$ cat src/rtl/counter_0_99.sv
// Two-digit up/down counter with debounced push-buttons, optional 1 Hz-style
// auto-increment, and a one-cycle wrap pulse for cascading.

// One raw button: two-flop synchronizer, stability debouncer, rising-edge pulse.
module counter_0_99_btn #(
    parameter int unsigned DEBOUNCE_CYCLES = 500_000
) (
    input  logic clk,
    input  logic rst_n,
    input  logic btn,
    output logic pulse
);
    localparam int unsigned CW = $clog2(DEBOUNCE_CYCLES);
    localparam logic [CW-1:0] CNT_LAST = CW'(DEBOUNCE_CYCLES - 1);

    logic          s1;
    logic          s2;
    logic          deb;
    logic          deb_d;
    logic [CW-1:0] cnt;

    always_ff @(posedge clk or negedge rst_n) begin
        if (!rst_n) begin
            s1    <= 1'b0;
            s2    <= 1'b0;
            deb   <= 1'b0;
            deb_d <= 1'b0;
            cnt   <= '0;
            pulse <= 1'b0;
        end else begin
            s1    <= btn;
            s2    <= s1;
            deb_d <= deb;
            pulse <= deb & ~deb_d;
            // Any disagreement must persist DEBOUNCE_CYCLES samples to be accepted.
            if (s2 == deb) begin
                cnt <= '0;
            end else if (cnt == CNT_LAST) begin
                deb <= s2;
                cnt <= '0;
            end else begin
                cnt <= cnt + CW'(1);
            end
        end
    end
endmodule

module counter_0_99 #(
    parameter int unsigned DEBOUNCE_CYCLES = 500_000,
    parameter int unsigned TICK_CYCLES     = 50_000_000,
    parameter int unsigned MAX_VAL         = 99
) (
    input  logic       clk,
    input  logic       rst_n,
    input  logic       btn_up,
    input  logic       btn_down,
    input  logic       btn_clr,
    input  logic       en_auto,
    output logic [6:0] value,
    output logic       wrap
);
    localparam int unsigned VW = 7;
    localparam int unsigned TW = $clog2(TICK_CYCLES);
    localparam logic [VW-1:0] MAX_V      = VW'(MAX_VAL);
    localparam logic [TW-1:0] PRESC_LAST = TW'(TICK_CYCLES - 1);

    logic          p_up;
    logic          p_down;
    logic          p_clr;
    logic [TW-1:0] presc_q;
    logic [TW-1:0] presc_d;
    logic          tick_c;
    logic [VW-1:0] value_d;
    logic          wrap_d;

    counter_0_99_btn #(.DEBOUNCE_CYCLES(DEBOUNCE_CYCLES)) u_btn_up (
        .clk   (clk),
        .rst_n (rst_n),
        .btn   (btn_up),
        .pulse (p_up)
    );

    counter_0_99_btn #(.DEBOUNCE_CYCLES(DEBOUNCE_CYCLES)) u_btn_down (
        .clk   (clk),
        .rst_n (rst_n),
        .btn   (btn_down),
        .pulse (p_down)
    );

    counter_0_99_btn #(.DEBOUNCE_CYCLES(DEBOUNCE_CYCLES)) u_btn_clr (
        .clk   (clk),
        .rst_n (rst_n),
        .btn   (btn_clr),
        .pulse (p_clr)
    );

    // Auto-increment prescaler; a clear event restarts the tick period.
    always_comb begin
        tick_c  = 1'b0;
        presc_d = presc_q;
        if (!en_auto || p_clr) begin
            presc_d = '0;
        end else if (presc_q == PRESC_LAST) begin
            presc_d = '0;
            tick_c  = 1'b1;
        end else begin
            presc_d = presc_q + TW'(1);
        end
    end

    // Button events outrank the tick; simultaneous up+down cancel (and drop the tick).
    always_comb begin
        value_d = value;
        wrap_d  = 1'b0;
        if (p_clr) begin
            value_d = '0;
        end else if (p_up && p_down) begin
            value_d = value;
        end else if (p_up || (!p_down && tick_c)) begin
            if (value >= MAX_V) begin
                value_d = '0;
                wrap_d  = 1'b1;
            end else begin
                value_d = value + VW'(1);
            end
        end else if (p_down) begin
            if (value == '0) begin
                value_d = MAX_V;
                wrap_d  = 1'b1;
            end else begin
                value_d = value - VW'(1);
            end
        end
    end

    always_ff @(posedge clk or negedge rst_n) begin
        if (!rst_n) begin
            presc_q <= '0;
            value   <= '0;
            wrap    <= 1'b0;
        end else begin
            presc_q <= presc_d;
            value   <= value_d;
            wrap    <= wrap_d;
        end
    end
endmodule

$ cat config.mk
export PLATFORM = sky130hd
export DESIGN_NAME = counter_0_99
export DESIGN_NICKNAME = d
export VERILOG_FILES = /design/src/rtl/counter_0_99.sv
export SDC_FILE = /design/constraint.sdc
export NUM_CORES = 1
export LEC_CHECK = 0
export CAP_MARGIN = 20
export CORE_MARGIN = 1.5
export CORE_UTILIZATION = 58
export CTS_BUF_LIST = sky130_fd_sc_hd__clkbuf_8
export DETAILED_ROUTE_END_ITERATION = 8
export PLACE_DENSITY = 0.77
export SLEW_MARGIN = 20
export SYNTH_ARGS = -nofsm -noshare
export SYNTH_HDL_FRONTEND = slang
export SYNTH_HIERARCHICAL = 1
export SYNTH_SLANG_ARGS = --single-unit
export TNS_END_PERCENT = 5
$ cat constraint.sdc
create_clock -name clk -period 1.8 [get_ports clk]
set_input_delay 0.27 -clock clk [delete_from_list [all_inputs] [get_ports clk]]
set_output_delay 0.27 -clock clk [all_outputs]
set_load 0.05 [all_outputs]
Word-level counts from Yosys, hierarchy flattened
Index checks and enable logic that the tools add are counted. W data, S select, Z words.

Bits in registers: 106. Input port bits: 6. Output and inout bits: 8. Word-level logic and storage cells: 79.

Add/sub/neg operators: 6. $lt $le $gt $ge: 1. Equality and inequality tests: 8. Muxes and demuxes: 22. Bitwise gates (word level): 9. Reduce and logical (&&, ||, !) cells: 12.

Operator list (number): $mux W19 (6); $add A19 B1 Y19 const B (3); $eq A19 B19 Y1 const B (3); $mux W26 (2); $mux W7 (6); $add A26 B1 Y26 const B (1); $eq A26 B26 Y1 const B (1); $mux W1 (8); $reduce_and A2 Y1 (4); $add A7 B1 Y7 const B (1); $ge A7 B7 Y1 const B (1); $logic_not A7 Y1 (1); $sub A7 B1 Y7 const B (1); $not A1 Y1 (6); $and A1 B1 Y1 (3); $eq A1 B1 Y1 (3); $reduce_bool A3 Y1 (1); $logic_and A1 B1 Y1 (2); $logic_not A1 Y1 (2); $logic_or A1 B1 Y1 (2); $ne A2 B1 Y1 const B (1).

Depth between registers and ports, before layout
Gate-level depths: netlist of run 1.

Word-level depth: 8. Mapped depth: 7. Mapped depth without buffers: 7.

Modules after synthesis
Netlist of run 1, hierarchy kept.

Modules (own cells, without submodules): counter_0_99_btn (instances 3, cells each 108, area each 1136.1 um^2, seq. area each 600.6 um^2); counter_0_99 (instances 1, cells each 229, area each 2138.3 um^2, seq. area each 850.8 um^2).

Worst setup path after synthesis of run 1
OpenSTA, ideal clock, no wires.

Path type: register -> register. From: register value[1]. To: register value[5]. Setup time: 0.130 ns. Data arrival time: 1.867 ns. Required time: 1.670 ns. Slack: -0.196 ns. Cell stages (with the launch flop): 7. Path buffers: 0. Clock period less this slack: 1.996 ns. Cell sequence: dfrtp_1 -> ha_1 -> a21oi_1 -> a211oi_1 -> nor3_1 -> a21oi_1 -> o22ai_1.

Word-level cells in the longest chain between the ends: 6. Elaborated cells between the ends (all ways): 10. Those cells by class: add/sub: 2; order compare: 1; mux: 6; reduce/logical: 1.

Ends and longest elaborated chain: start, declared (RTL line 59) `output logic [6:0] value,`; start signal, assigned (RTL line 143) `value <= value_d;`; $sub A7 B1 Y7 / $logic_not A7 Y1 (equally long branches) (RTL line 131, 127); $mux W7 (RTL line 127) `if (value == '0) begin`; $mux W7 (RTL line 126) `end else if (p_down) begin`; $mux W7 (*) (RTL line 119) `end else if (p_up || (!p_down && tick_c)) begin`; $mux W7 (*) (RTL line 117) `end else if (p_up && p_down) begin`; $mux W7 (*) (RTL line 115) `if (p_clr) begin`.

Mark *: on every way between the ends. The rest lies on a longest branch, timed or not. The select of a mux whose other input is x is not followed. A chain may end at the register's enable or synchronous reset.

Worst setup path in the final report of run 1
From: register u_btn_down.cnt[9]. To: register u_btn_down.deb.

Word-level cells in the longest chain between the ends: 2.

Ends and longest elaborated chain: start, declared (RTL line 20) `logic [CW-1:0] cnt;`; start signal, assigned (RTL line 42) `cnt <= cnt + CW'(1);`; $eq A19 B19 Y1 (RTL line 38) `end else if (cnt == CNT_LAST) begin`; $reduce_and A2 Y1 (no line); end signal, assigned (RTL line 26) `deb <= 1'b0;`; end signal, assigned (RTL line 39) `deb <= s2;`; end, declared (RTL line 18) `logic deb;`.

Every way passes these cells.

==> results by group, run 1 <==
Setup path
  • Reg2reg path depth: 4
  • Crit. End Element: flop
  • Register-to-register setup slack: 0.02 ns
  • Setup Crit Path Kind: flop to flop
  • Reg-to-reg endpoint: u_btn_down/deb$_DFFE_PN0P_
  • Critical path's slowest cell: nor4_1
  • Critical path arrival: between 2 and 2.5 ns
  • Worst endpoint required time: 2.06 ns
  • Slowest stage delay, CP: 0.41 ns
  • CP startpoint kind: flop
  • Worst reg2reg startpoint: u_btn_down/cnt[9]$_DFF_PN0_
  • CP Cell Sequence: nor4_2, nand4_1, nor4_1, mux2_2
  • Critical-path maximum fanout: 2

Run
  • Max cap viols: 0

Routing
  • Wire per inst: 14.2 um
  • Via count: 4,267
  • Via/cell ratio: approximately 5.5
  • Drt pass-1 iters: 6
  • Antenna-violating nets left: 0
  • WL final: 11,000 um
  • # DRC: 0
  • Initial DRC Count: 158

Power and ir drop
  • Leak: between 2 and 3 nW
  • Max VDD drop: 0.604 mV
  • Power density over the cells: 643 nW/um2

Hold path
  • Worst Hold Launch: btn_up
  • Hold Crit Depth: 1
  • Hold EP: u_btn_up/s1$_DFF_PN0_
  • Hold Path Class: primary input to flop

Logic synthesis
  • Post-Syn Nets: 566
  • Largest area contributor in the synthesized netlist: dfrtp_1
  • Synth area leaders: dfrtp_1, xnor2_1, nor2_1
  • Post-synth EDFFs: 0
  • Synth cell types: 49
  • Top-area cell type share of the netlist area: 47.8%
  • Most common cell in the synthesized netlist: dfrtp_1
  • Seq cells post-synth: between 100 and 150
  • Commonest cells in the netlist: dfrtp_1, nor2_1, xnor2_1, nand2_1, nand3_1
  • Synthesized cell area: approximately 5500 um2
  • Post-Syn Instances: 553
  • Async SR Flop Fraction: between 90% and 100%
  • Sequential share of the synthesized area: 47.8%
  • Most used DFF post-synth: dfrtp_1
  • Syn Area/Cell: 10.0 um2
  • Synth Warn #: 6

Placement
  • Placed cell area: 6340 um2
  • Detailed-placement wirelength estimate: 7580 um
  • IO Port Bufs: 13
  • RePlAce Congestion: 0.869

GRT
  • Initial antenna violation count: 0
  • Tot GR Track Use: 22.9%
  • First-pass GRT wire length: 18,600 um
  • Largest net degree at the start of global routing: 47
  • Global route overflow: 0
  • Vias in the first global route: between 4,000 and 5,000

Clock tree
  • Clk root buf: clkbuf_8
  • Sink Count: 106
  • CTS clk-pin slew, worst paths: 0.10 ns
  • Num CTS Buffers: 9
  • Clk Latency, worst-skew pair: 0.38 ns
  • CTS tree: yes
  • Htree depth: 3
  • CTS max path bufs: 2

STA
  • Worst Skew: about 0.013 ns
  • Final hold vios: 0
  • Final slew viol count: 0
  • Rel. slew slack: 66.4%
  • Final setup vio count: 0
  • Period utilization: between 90% and 100%
  • FMAX: 563 MHz
  • Fin crit period: 1.78 ns
  • RSZ-0062 raised after global routing: yes
  • Slew @ Worst Pin: 0.503 ns

Floorplanning
  • Core area: 9240 um2
  • Die ar.: 10,200 um2
  • Initial core utilization: 60.0%
  • I/O Pins: 14
  • Die Y: 101 um
  • Standard-cell rows: 35
  • Die Width: 101 um

Finish
  • Area growth syn-to-layout: 21.3%
  • Fin area: slightly below 7000 um2
  • Layout Utilization: 72.8%
  • # nets final: 651
  • Layout cells sized above 1: 24.3%
  • Fillers: 643
  • N_diodes: 0

Run status
  • Status: finished clean
==> power by group <==
group	internal, W	switching [W]
sequential	0.00241	0.0000299
combinational	0.0000952	0.000124
clock	0.000810	0.000862
==> layer usage <==
metal | track usage (%) | share of wire, % | routed length, um
met5 | 0 | 0 | 0
met1 | 29.1 | 45 | 4930
met2 | 39.3 | 51 | 5560
met3 | 5.06 | 3.2 | 352
met4 | 6.93 | 1.3 | 139
==> worst max path at each step <==
| stage | depth (start not counted) | to | slack [ns] | startpoint |
|---|---|---|---|---|
| 3_5_place_dp | 6 | value[5]$_DFFE_PN0P_ | -0.07 | en_auto |
| 6_report | 4 | u_btn_down/deb$_DFFE_PN0P_ | 0.02 | u_btn_down/cnt[9]$_DFF_PN0_ |
| 4_1_cts | 6 | u_btn_clr/cnt[14]$_DFF_PN0_ | -0.005 | u_btn_clr/cnt[9]$_DFF_PN0_ |
| 3_3_place_gp | 5 | u_btn_clr/deb$_DFFE_PN0P_ | -0.003 | u_btn_clr/cnt[9]$_DFF_PN0_ |
| 2_1_floorplan | 5 | u_btn_clr/cnt[16]$_DFF_PN0_ | -0.007 | u_btn_clr/cnt[0]$_DFF_PN0_ |
| 5_1_grt | 5 | u_btn_up/deb$_DFFE_PN0P_ | -0.06 | u_btn_up/cnt[10]$_DFF_PN0_ |
==> cell usage in the layout (no fill, tap or decap), types with 10 or more instances in the layout <==
cell type | synthesis | routed
dfrtp_1 | 106 | 102
nor2_1 | 93 | 92
buf_4 | 6 | 75
xnor2_1 | 61 | 61
nand2_1 | 31 | 31
nand3_1 | 31 | 29
inv_1 | 24 | 24
nor3_1 | 23 | 22
nor4_1 | 17 | 15
nand4_1 | 14 | 14
xor2_1 | 14 | 14
a21oi_1 | 18 | 13
mux2i_1 | 10 | 10
==> area by class of cell <==
| cell class | instances | area [um2] | share of cell area [%] |
|---|---|---|---|
| Clock buffer | 9 | 124 | 1.84 |
| Clock inverter | 7 | 108 | 1.60 |
| Inverter | 24 | 90.1 | 1.34 |
| Multi-Input combinational cell | 409 | 2860 | 42.5 |
| Sequential cell | 106 | 2660 | 39.5 |
| Tap cell | 129 | 161 | 2.40 |
| Timing Repair Buffer | 88 | 731 | 10.9 |
==> worst max-delay path, delay by kind of cell (launching register included) <==
kind / cells / cell delay (ns)
flip-flops: 1 / 0.40
multiplexers: 1 / 0.39
AND/OR/NAND/NOR: 3 / 0.87
==> stage by stage <==
step                      setup TNS (ns)  total power (W)  instances  setup WS, ns  hold slack (ns)
final                                  0          0.00433        772        0.0230            0.320
after global routing              -0.425          0.00450        772       -0.0584            0.301
after global placement          -0.00277          0.00269        753      -0.00277            0.208
after detailed placement          -0.819          0.00270        753       -0.0681            0.206
after CTS                       -0.00458          0.00437        770      -0.00458            0.303
after floorplan                  -0.0423          0.00258        553      -0.00708          -0.0256
==> sequential cells by signal, summed over array words and instances (netlist names) <==
signal            count
u_btn_clr/cnt        19
u_btn_up/cnt         19
u_btn_clr/pulse       1
u_btn_down/pulse      1
u_btn_down/deb_d      1
u_btn_down/cnt       19
value                 7
wrap                  1
u_btn_up/s1           1
u_btn_clr/deb_d       1
u_btn_down/s2         1
u_btn_down/s1         1
u_btn_clr/s1          1
u_btn_clr/deb         1
u_btn_up/deb          1
u_btn_up/pulse        1
u_btn_up/deb_d        1
u_btn_up/s2           1
u_btn_down/deb        1
presc_q              26
u_btn_clr/s2          1
==> timing repair <==
item	CTS	global route
endpoints found under the hold margin	22	0
pin swaps	0	19
setup endpoints to repair	34	54
setup buffers	0	2
resized for setup	6	25
gates cloned	0	1
hold buffers	1	0
==> logic make-up (layout without fill, tap and decap cells) <==
kind of cell | Yosys count | in the layout | synth area share (%)
xor+xnor | 75 | 75 | 11.8
flops | 106 | 106 | 47.8
fa+ha+maj | 7 | 7 | 1.58
mux | 13 | 13 | 2.41
simple gates | 269 | 269 | 26.9
buf+inv | 38 | 128 | 3.36
compound gates | 45 | 45 | 6.07
Power figures use the tool's default switching activity.
==> run 2: changes to the inputs <==
--- a/config.mk
+++ b/config.mk
@@ -11,7 +11,6 @@
 export CTS_BUF_LIST = sky130_fd_sc_hd__clkbuf_8
 export DETAILED_ROUTE_END_ITERATION = 8
 export PLACE_DENSITY = 0.77
-export SLEW_MARGIN = 20
 export SYNTH_ARGS = -nofsm -noshare
 export SYNTH_HDL_FRONTEND = slang
 export SYNTH_HIERARCHICAL = 1
==> results of run 2 <==
No change in the layout: final DEF, timing and power equal those of run 1.
==> run 3: changes to the inputs <==
--- a/config.mk
+++ b/config.mk
@@ -6,11 +6,11 @@
 export NUM_CORES = 1
 export LEC_CHECK = 0
 export CAP_MARGIN = 20
-export CORE_MARGIN = 1.5
 export CORE_UTILIZATION = 58
 export CTS_BUF_LIST = sky130_fd_sc_hd__clkbuf_8
 export DETAILED_ROUTE_END_ITERATION = 8
 export PLACE_DENSITY = 0.77
+export REMOVE_ABC_BUFFERS = 1
 export SYNTH_ARGS = -nofsm -noshare
 export SYNTH_HDL_FRONTEND = slang
 export SYNTH_HIERARCHICAL = 1
==> run 3 against run 2 <==
The run now ends with setup timing left. Final area fell by 0.33%. Die area fell by 2.0%. Global-route usage rose by 2.5 points. Setup slack got worse by 0.034 ns. Clock power barely moved. Via count rose by 3.1%. Critical path type unchanged.
==> results by group, run 3 (synthesized netlist as in run 1, its figures left out) <==
Run status
  • Status: finished, violations left
  • Failing checks: setup timing

Clock tree
  • CTS tree: yes
  • Num CTS Buffers: 9
  • Sink Count: 106
  • Clk Latency, worst-skew pair: 0.38 ns
  • Htree depth: 3
  • CTS clk-pin slew, worst paths: ~0.11 ns
  • Clk root buf: clkbuf_8
  • CTS max path bufs: 2

Finish
  • Max reg flops: 26
  • # nets final: 646
  • N_diodes: 0
  • Area growth syn-to-layout: 20.9%
  • Layout cells sized above 1: 23.0%
  • Most frequent cells in the layout: dfrtp_1, nor2_1, buf_4, xnor2_1
  • Largest Register: presc_q
  • Commonest non-fill, non-tap cell in the layout: dfrtp_1

Floorplanning
  • Initial core utilization: 60.0%
  • I/O Pins: 14
  • Core area: 9240 um2
  • Die ar.: 9960 um2
  • Die Y: ~100 um
  • Standard-cell rows: 35
  • Die Width: 99.8 um

Setup path
  • Setup Crit Path Kind: flop to flop
  • Critical path arrival: 2.11 ns
  • CP startpoint kind: flop
  • Critical-path maximum fanout: 4
  • Worst endpoint required time: between 2 and 2.5 ns
  • Crit. End Element: flop

STA
  • Final worst slack: -0.0107 ns
  • Fin crit period: ~1.8 ns
  • Final setup vio count: 1
  • Period utilization: 101%
  • Hold WS: between 0.3 and 0.4 ns
  • RSZ-0062 raised after global routing: yes
  • FMAX: around 550 MHz
  • Worst Skew: between 0.01 and 0.015 ns
  • Setup TNS: -0.0107 ns
  • Final hold vios: 0
  • Final slew viol count: 0
  • Rel. slew slack: 67.1%
  • Slew @ Worst Pin: 0.496 ns

Routing
  • Antenna-violating nets left: 0
  • Initial DRC Count: 181
  • # DRC: 0
  • Via/cell ratio: 5.73
  • Drt pass-1 iters: 4
  • Via count: around 4,400
  • WL final: 11,700 um
  • Wire per inst: 15.2 um

Placement
  • IO Port Bufs: 13
  • DP Worst Slack: -0.0647 ns
  • Detailed-placement wirelength estimate: just over 8000 um
  • RePlAce Congestion: 0.908

GRT
  • Initial antenna violation count: 0
  • Largest net degree at the start of global routing: 43
  • Tot GR Track Use: 25.4%
  • Vias in the first global route: between 4,000 and 5,000
  • First-pass GRT wire length: 20,100 um
  • Global route overflow: 0

Power and ir drop
  • Leak: ~2.9 nW
  • Max VDD drop: 0.470 mV
  • Final total power: 0.00433 W
  • Power density over the cells: 646 nW/um2

Hold path
  • Hold Path Class: primary input to flop

Run
  • Max cap viols: 0
==> run 3: cell count changes in the layout (fill, tap and decap cells not counted), moves of 4 or more <==
cell / previous run / this run
dfrtp_1: 102 / 106
nor4_2: 4 / 10
nor4_1: 15 / 10
dfrtp_2: 4 / 0
buf_4: 75 / 69
==> run 3: repair_timing <==
| item | in CTS | in global routing |
|---|---|---|
| resized for setup | 13 | 21 |
| endpoints found under the hold margin | 28 | 0 |
| hold buffers | 1 | 0 |
| buffers inserted | 0 | 2 |
| pin swaps | 7 | 13 |
| setup endpoints to repair | 27 | 74 |
==> run 3: path summary, 6_finish.rpt <==
check | from | end | slack (ns) | cells after the start
worst min register to register | u_btn_clr/s1$_DFF_PN0_ | u_btn_clr/s2$_DFF_PN0_ | 0.36 | 0
worst max register to register | u_btn_up/cnt[6]$_DFF_PN0_ | u_btn_up/cnt[16]$_DFF_PN0_ | -0.01 | 5
worst min-delay path | btn_down | u_btn_down/s1$_DFF_PN0_ | 0.33 | 1
min in group asynchronous | rst_n | presc_q[25]$_DFF_PN0_ | 0.35 | 2
max in group asynchronous | rst_n | u_btn_down/cnt[5]$_DFF_PN0_ | 0.87 | 3
worst max-delay path | u_btn_up/cnt[6]$_DFF_PN0_ | u_btn_up/cnt[16]$_DFF_PN0_ | -0.01 | 5
==> run 3: critical path, cell delays in order, from the launching register on <==
cell	delay, ns
dfrtp_1	0.39
buf_4	0.15
nand3_1	0.11
or4_4	0.58
or3_4	0.36
a21oi_2	0.15
==> run 3: metrics by stage <==
stage,area [um2],util [%],instances
after floorplan,5450,-,539
after global placement,6270,67.9,748
after detailed placement,6270,67.9,748
after CTS,6570,71.1,765
after global routing,6710,72.6,767
final,6710,72.6,767
==> run 3: final cells by class <==
| cell class | count | area [um2] |
|---|---|---|
| Fill cell | 638 | 2530 |
| Timing Repair Buffer | 83 | 711 |
| Clock inverter | 7 | 106 |
| Tap cell | 129 | 161 |
| Sequential cell | 106 | 2650 |
| Clock buffer | 9 | 124 |
| Inverter | 24 | 90.1 |
| Multi-Input combinational cell | 409 | 2860 |
==> run 3: routing by layer <==
layer  vias up  GRT usage [%]  wire length [um]
met2        97           42.4              5900
met3        18           3.27               369
met4         0           10.7               191
li1       2077              -                 -
met5         -              0                 0
met1      2206           33.6              5230
==> run 3: report_power, final <==
| group | internal (W) | leakage (nW) | switching [W] |
|---|---|---|---|
| Sequential | 0.00241 | 1.45 | 0.0000287 |
| Clock | 0.000811 | 0.117 | 0.000864 |
| Combinational | 0.0000973 | 1.30 | 0.000125 |
| Total | 0.00332 | 2.86 | 0.00102 |
